File: src/rtl/bus_arbiter_if.sv
// -----------------------------------------------------------------------------
// bus_arbiter_if
// Request/grant bundle between the bus-request stages and one bus_arbiter.
//   req          requester -> arbiter, one level-sensitive bit per requester
//   grant        arbiter -> requester, one-hot-or-zero, registered
//   owner        arbiter -> requester, index of grant holder (valid when busy)
//   busy         arbiter -> requester, high while any grant bit is high
//   timeout_evt  arbiter -> requester, one-cycle pulse on a timeout revoke
// Modports: master = arbiter side, slave = requester side.
// -----------------------------------------------------------------------------
interface bus_arbiter_if #(
  parameter int NUM_REQ = 3,
  parameter int OWNER_W = 2
);
  logic [NUM_REQ-1:0] req;
  logic [NUM_REQ-1:0] grant;
  logic [OWNER_W-1:0] owner;
  logic               busy;
  logic               timeout_evt;

  modport master (
    input  req,
    output grant,
    output owner,
    output busy,
    output timeout_evt
  );

  modport slave (
    output req,
    input  grant,
    input  owner,
    input  busy,
    input  timeout_evt
  );
endinterface

File: src/rtl/bus_arbiter.sv
// -----------------------------------------------------------------------------
// bus_arbiter
// Round-robin arbiter for one shared register bus (read or write bus).
// Requester 0 = Firewire, 1 = Ethernet, 2 = PS EMIO. Ownership is held until
// the owner drops its request or, while someone else waits, until TIMEOUT
// grant cycles have elapsed. Every change of owner passes through one idle
// gap cycle so the old owner sees its grant drop before a new owner drives.
// Ports:
//   sysclk  system clock, rising edge
//   reset   asynchronous, active-low reset
//   arb     bus_arbiter_if.master (req in; grant/owner/busy/timeout_evt out)
// -----------------------------------------------------------------------------
module bus_arbiter #(
  parameter int          NUM_REQ = 3,
  parameter int          OWNER_W = 2,
  parameter logic [15:0] TIMEOUT = 16'd1024
) (
  input logic           sysclk,
  input logic           reset,
  bus_arbiter_if.master arb
);

  typedef enum logic [1:0] {
    ST_IDLE  = 2'd0,
    ST_GRANT = 2'd1,
    ST_GAP   = 2'd2
  } state_t;

  // After reset the search starts just past the top index, so index 0 wins first.
  localparam logic [OWNER_W-1:0] LAST_INIT = OWNER_W'(NUM_REQ - 1);

  state_t             state_r;
  logic [15:0]        hold_cnt_r;
  logic [OWNER_W-1:0] last_owner_r;
  logic [OWNER_W-1:0] owner_r;
  logic [NUM_REQ-1:0] grant_r;
  logic               busy_r;
  logic               timeout_evt_r;

  logic               win_valid_s;
  logic [OWNER_W-1:0] win_idx_s;
  logic [NUM_REQ-1:0] owner_mask_s;
  logic               owner_req_s;
  logic               contender_s;
  logic               timeout_hit_s;

  // One-hot decode; indices >= NUM_REQ decode to all zeros.
  function automatic logic [NUM_REQ-1:0] onehot(input logic [OWNER_W-1:0] idx);
    logic [NUM_REQ-1:0] vec;
    vec = '0;
    for (int k = 0; k < NUM_REQ; k++) begin
      vec[k] = (idx == OWNER_W'(k));
    end
    return vec;
  endfunction

  // Round-robin winner: smallest distance past last_owner among active requests.
  always_comb begin : winner_search
    int dist_s;
    int best_s;
    win_valid_s = 1'b0;
    win_idx_s   = '0;
    dist_s      = 0;
    best_s      = NUM_REQ;
    for (int j = 0; j < NUM_REQ; j++) begin
      dist_s = (j + NUM_REQ - 1 - int'(last_owner_r)) % NUM_REQ;
      if (arb.req[j] && (dist_s < best_s)) begin
        best_s      = dist_s;
        win_idx_s   = OWNER_W'(j);
        win_valid_s = 1'b1;
      end else begin
        best_s = best_s;
      end
    end
  end

  // Owner release / contender / timeout qualifiers for the ST_GRANT decision.
  always_comb begin
    owner_mask_s  = onehot(owner_r);
    owner_req_s   = |(arb.req & owner_mask_s);
    contender_s   = |(arb.req & ~owner_mask_s);
    if ((TIMEOUT != 16'd0) && (hold_cnt_r == (TIMEOUT - 16'd1)) && contender_s) begin
      timeout_hit_s = 1'b1;
    end else begin
      timeout_hit_s = 1'b0;
    end
  end

  // Arbitration FSM with registered grant/owner/busy/timeout_evt.
  always_ff @(posedge sysclk or negedge reset) begin
    if (!reset) begin
      state_r       <= ST_IDLE;
      hold_cnt_r    <= 16'd0;
      last_owner_r  <= LAST_INIT;
      owner_r       <= '0;
      grant_r       <= '0;
      busy_r        <= 1'b0;
      timeout_evt_r <= 1'b0;
    end else begin
      timeout_evt_r <= 1'b0;
      case (state_r)
        ST_IDLE, ST_GAP: begin
          // The gap arbitrates exactly like idle; it only exists to force
          // one grant-free cycle between owners.
          if (win_valid_s) begin
            grant_r      <= onehot(win_idx_s);
            busy_r       <= 1'b1;
            owner_r      <= win_idx_s;
            last_owner_r <= win_idx_s;
            hold_cnt_r   <= 16'd0;
            state_r      <= ST_GRANT;
          end else begin
            grant_r <= '0;
            busy_r  <= 1'b0;
            state_r <= ST_IDLE;
          end
        end
        ST_GRANT: begin
          if (hold_cnt_r != 16'hFFFF) begin
            hold_cnt_r <= hold_cnt_r + 16'd1;
          end
          // Release takes precedence, so a simultaneous timeout is silent.
          if (!owner_req_s) begin
            grant_r <= '0;
            busy_r  <= 1'b0;
            state_r <= ST_GAP;
          end else if (timeout_hit_s) begin
            grant_r       <= '0;
            busy_r        <= 1'b0;
            timeout_evt_r <= 1'b1;
            state_r       <= ST_GAP;
          end else begin
            state_r <= ST_GRANT;
          end
        end
        default: begin
          grant_r <= '0;
          busy_r  <= 1'b0;
          state_r <= ST_IDLE;
        end
      endcase
    end
  end

  assign arb.grant       = grant_r;
  assign arb.owner       = owner_r;
  assign arb.busy        = busy_r;
  assign arb.timeout_evt = timeout_evt_r;

endmodule

File: src/flat_wrapper.sv
// flat-port wrapper written by rule: the top's interface ports become plain ports
module bus_arbiter_flat 
#(
  parameter int          NUM_REQ = 3,
  parameter int          OWNER_W = 2,
  parameter logic [15:0] TIMEOUT = 16'd1024
)
  (sysclk, reset, arb_req, arb_grant, arb_owner, arb_busy, arb_timeout_evt);
  bus_arbiter_if #(.NUM_REQ(NUM_REQ), .OWNER_W(OWNER_W)) arb_i ();
  input logic sysclk;
  input logic reset;
  input wire logic [$bits(arb_i.req)-1:0] arb_req;
  output wire logic [$bits(arb_i.grant)-1:0] arb_grant;
  output wire logic [$bits(arb_i.owner)-1:0] arb_owner;
  output wire logic [$bits(arb_i.busy)-1:0] arb_busy;
  output wire logic [$bits(arb_i.timeout_evt)-1:0] arb_timeout_evt;
  assign arb_i.req = arb_req;
  assign arb_grant = arb_i.grant;
  assign arb_owner = arb_i.owner;
  assign arb_busy = arb_i.busy;
  assign arb_timeout_evt = arb_i.timeout_evt;
  bus_arbiter #(.NUM_REQ(NUM_REQ), .OWNER_W(OWNER_W), .TIMEOUT(TIMEOUT)) u_core (.sysclk(sysclk), .reset(reset), .arb(arb_i));
endmodule
File: config.mk
export PLATFORM = sky130hd
export DESIGN_NAME = bus_arbiter_flat
export DESIGN_NICKNAME = d
export VERILOG_FILES = /design/src/rtl/bus_arbiter_if.sv /design/src/rtl/bus_arbiter.sv /design/src/flat_wrapper.sv
export SDC_FILE = /design/constraint.sdc
export NUM_CORES = 1
export LEC_CHECK = 0
export ABC_CLOCK_PERIOD_IN_PS = 9300
export CELL_PAD_IN_SITES_DETAIL_PLACEMENT = 0
export CELL_PAD_IN_SITES_GLOBAL_PLACEMENT = 1
export CORE_AREA = 2 2 90 92
export DETAILED_ROUTE_END_ITERATION = 12
export DIE_AREA = 0 0 92 94
export GPL_TIMING_DRIVEN = 0
export PLACE_DENSITY_LB_ADDON = 0.1
export SETUP_SLACK_MARGIN = 0.5
export SLEW_MARGIN = 0
export SYNTH_ARGS = -nofsm -noshare
export SYNTH_HDL_FRONTEND = slang
export SYNTH_SLANG_ARGS = --single-unit
File: constraint.sdc
create_clock -name sysclk -period 9.3 [get_ports sysclk]
set_input_delay 2.325 -clock sysclk [delete_from_list [all_inputs] [get_ports sysclk]]
set_output_delay 2.325 -clock sysclk [all_outputs]
set_load 0.005 [all_outputs]
==> summary.md, run 1 <==
| Metric | Value |
|---|---|
| Status | `complete, no violations` |
| Crit-path max FO | `10` |
| Worst IR Drop VDD | `0.1615 mV` |
| Setup tns final | `0 ns` |
| TritonCTS buffer count | `3` |
| Crit path time final | `between 8 and 9 ns` |
| Routed wire per std cell | `16.09 um` |
| Commonest non-fill, non-tap cell in the layout | `nand2_1` |
| Layout cell share with drive strength beyond 1 | `12.25%` |
| Final cycle utilization of the critical path | `87.11%` |
| Hold Vio Cnt, Final | `0` |
| Antenna viol nets, final | `0` |
| EDFF count, synth | `0` |
| Most used cell, CP | `ha_1` |
| Diodes inserted | `0` |
| Distinct cells, synth | `75` |
| Die H | `94 um` |
| # hold bufs at CTS | `0` |
| Die Area | `8648 um^2` |
| Drt first pass iters | `4` |
| Final Routed Wirelength | `between 8 and 9 mm` |
| Core area | `7607 um^2` |
| Synth warn | `0` |
| Largest net degree at the start of global routing | `27` |
| Nets | `433` |
| First-pass GRT wire length | `14.10 mm` |
| Slew HR | `52.01%` |
| Average size of a mapped cell | `7.671 um^2` |
| IO Pins | `12` |
| CP startpoint kind | `register` |
| Cell Pwr Density | `between 200 and 250 nW/um^2` |
| Worst clock skew | `0.003303 ns` |
| Initial Utilization | `39.33%` |
| Synthesized Nets | `414` |
| #FFs+latches synth | `26` |
| Via density | `5.957` |
| Initial antenna violation count | `0` |
| CTS tree | `done` |
| P_leak | `between 1 and 1.5 nW` |
| Width of the chip | `92 um` |
| Crit path from | `u_core.arb.owner[0]$_DFFE_PN0P_` |
| Synthesized cell area | `2992 um^2` |
| DR vias | `3038` |
| GRT overflow | `0` |
| Area Growth Syn to Fin | `11.79%` |
| Tightest Hold Check Type | `register to register` |
| Data arrival, critical path | `8.25 ns` |
| CTS root buffer | `clkbuf_8` |
| Max clock buf depth | `2` |
| Final Cell Area | `3344 um^2` |
| DRC violations left | `0` |
| Final number of max-transition violations | `0` |
| Fill count | `817` |
| Crit path max-delay cell type | `or4_4` |
| Biggest area consumer among synthesized cells | `dfrtp_1` |
| Critical path data required time | `about 9.4 ns` |
| CP max stage delay | `0.59 ns` |
| Max cap viols | `0` |
| Starting DRC count in detailed routing | `~190` |
| Synth Flop Type | `dfrtp_1` |
| GRT Overall Usage | `19.60%` |
| Clk_lat worst skew | `0.27 ns` |
| Critical path class | `register to register` |
| DP Wirelength | `~6.4 mm` |
| Hold_sp | `u_core.arb.grant[2]$_DFFE_PN0P_` |
| Max Fclk | `~0.12 GHz` |
| CP endpoint kind | `register` |
| PortBufs | `10` |
| Post-synth top area share | `a little over a fifth` |
| GP Congestion | `between 0.8 and 0.9` |
| Cell Rows | `32` |
| Clock-pin slew on the worst setup and hold paths | `0.09 ns` |
| Clk sinks | `26` |
| Post-synth ARST share | `100.0%` |
| Synth Instances | `390` |
| Vias in the first global route | `between 2000 and 3000` |
| Ranking of synthesized cells by area | `dfrtp_1 (21%), ha_1 (7.9%), nand2_1 (6.1%)` |
| Placed Area | `3219 um^2` |
| Worst r2r src | `u_core.arb.owner[0]$_DFFE_PN0P_` |
| Most frequent cells in the layout | `nand2_1 (49), nor2_1 (31), dfrtp_1 (24)` |
| Slew @ Worst Pin | `0.7164 ns` |
| H-tree levels | `1` |
| Post-synthesis sequential area ratio | `between 20% and 30%` |
| Final setup fails | `0` |
| RSZ-0062 raised after global routing | `false` |
==> flip-flops by register name, summed over array words and instances (netlist names) <==
signal                  cells
u_core.hold_cnt_r          16
u_core.arb.owner            2
u_core.arb.grant            3
u_core.arb.timeout_evt      1
u_core.state_r              2
u_core.arb.busy             1
u_core.last_owner_r         1
==> worst max-delay path: cells and delay by family, from the launching register on <==
| family | cells | cell delay [ns] |
|---|---|---|
| AOI/OAI and AO/OA | 15 | 3.78 |
| adders and majority gates | 3 | 0.94 |
| buffers and inverters | 6 | 1.07 |
| DFF | 1 | 0.44 |
| muxes | 1 | 0.24 |
| and+or+nand+nor | 7 | 1.51 |
==> cells in the mapped netlist, types with 3 or more instances <==
cell and instances:
nand2_1 49, nor2_1 31, dfrtp_1 25, ha_1 19
nor3_1 19, a21oi_1 18, a31oi_1 16, inv_1 16
o21ai_0 14, nand3_1 13, xor2_1 10, clkbuf_1 9
nand4_1 8, a21o_1 6, buf_2 6, nor4_1 6
o211ai_1 6, and2_1 5, nand2b_1 5, o22ai_1 5
a211o_1 4, a211oi_1 4, buf_4 4, mux2i_1 4
nand3b_1 4, nor2b_1 4, o21a_1 4, xnor2_1 4
a21boi_1 3, and3_1 3, o2111ai_1 3, o21ai_1 3
o221ai_1 3, or2_2 3
==> power by group <==
group,switching (mW),internal [mW]
combinational,0.339,0.238
clock,0.0374,0.0576
sequential,0.0245,0.136
total,0.401,0.432
==> cells by family after synthesis <==
group,synth area share [%]
xor+xnor,4.098
compound gates,32.16
mux,1.338
buf+inv,5.646
flops,21.79
fa+ha+maj,7.947
simple gates,27.02
==> per-layer routing <==
metal / global-route usage, % / up-vias / share of wire (%)
li1: - / 1500 / -
met1: 29.33 / 1451 / 50
met2: 30.94 / 83 / 45
met3: 1.926 / 4 / 4.4
met4: 3.483 / 0 / 0.38
met5: 0 / - / 0
==> path summary, 6_finish.rpt <==
path | slack (ns) | cells after the start | end
worst max-delay path | 1.20 | 32 | u_core.hold_cnt_r[13]$_DFFE_PN0P_
worst min-delay path | 0.49 | 1 | u_core.arb.grant[2]$_DFFE_PN0P_
worst max register to register | 1.20 | 32 | u_core.hold_cnt_r[13]$_DFFE_PN0P_
worst min register to register | 0.49 | 1 | u_core.arb.grant[2]$_DFFE_PN0P_
max in group asynchronous | 6.84 | 1 | u_core.arb.owner[0]$_DFFE_PN0P_
min in group asynchronous | 2.04 | 1 | u_core.hold_cnt_r[6]$_DFFE_PN0P_
==> cell type report <==
| cell class | instances | area (um^2) | share of cell area (%) |
|---|---|---|---|
| multi-input combinational | 327 | 2193 | 65.58 |
| sequential | 26 | 653.1 | 19.53 |
| tap | 102 | 127.6 | 3.816 |
| timing repair buffer | 14 | 125.1 | 3.741 |
| buffer | 20 | 106.4 | 3.180 |
| inverter | 17 | 67.56 | 2.020 |
| clock buffer | 3 | 41.29 | 1.235 |
| clock inverter | 1 | 30.03 | 0.8979 |
==> metrics by stage <==
stage / total power [mW] / setup WS, ns / instances / utilization [%] / hold WS [ns]
after floorplan: 0.5813 / 2.012 / 390 / - / 0.4673
after global placement: 0.7161 / 0.5840 / 502 / 42.32 / 0.4644
after detailed placement: 0.7173 / 0.6002 / 502 / 42.32 / 0.4739
after CTS: 0.8150 / 0.5621 / 506 / 43.26 / 0.4990
after global routing: 0.9196 / 0.6622 / 510 / 43.96 / 0.5297
final: 0.8329 / 1.199 / 510 / 43.96 / 0.4919
==> timing repair <==
action / CTS / global route
resized for setup: 0 / 8
setup endpoints to repair: 0 / 24
setup buffers: 0 / 4
Power figures use the tool's default switching activity.
==> run 2: changes to the inputs <==
--- a/config.mk
+++ b/config.mk
@@ -5,7 +5,6 @@
 export SDC_FILE = /design/constraint.sdc
 export NUM_CORES = 1
 export LEC_CHECK = 0
-export ABC_CLOCK_PERIOD_IN_PS = 9300
 export CELL_PAD_IN_SITES_DETAIL_PLACEMENT = 0
 export CELL_PAD_IN_SITES_GLOBAL_PLACEMENT = 1
 export CORE_AREA = 2 2 90 92
==> results of run 2 <==
Final layout, timing and power as in run 1 (identical DEF).
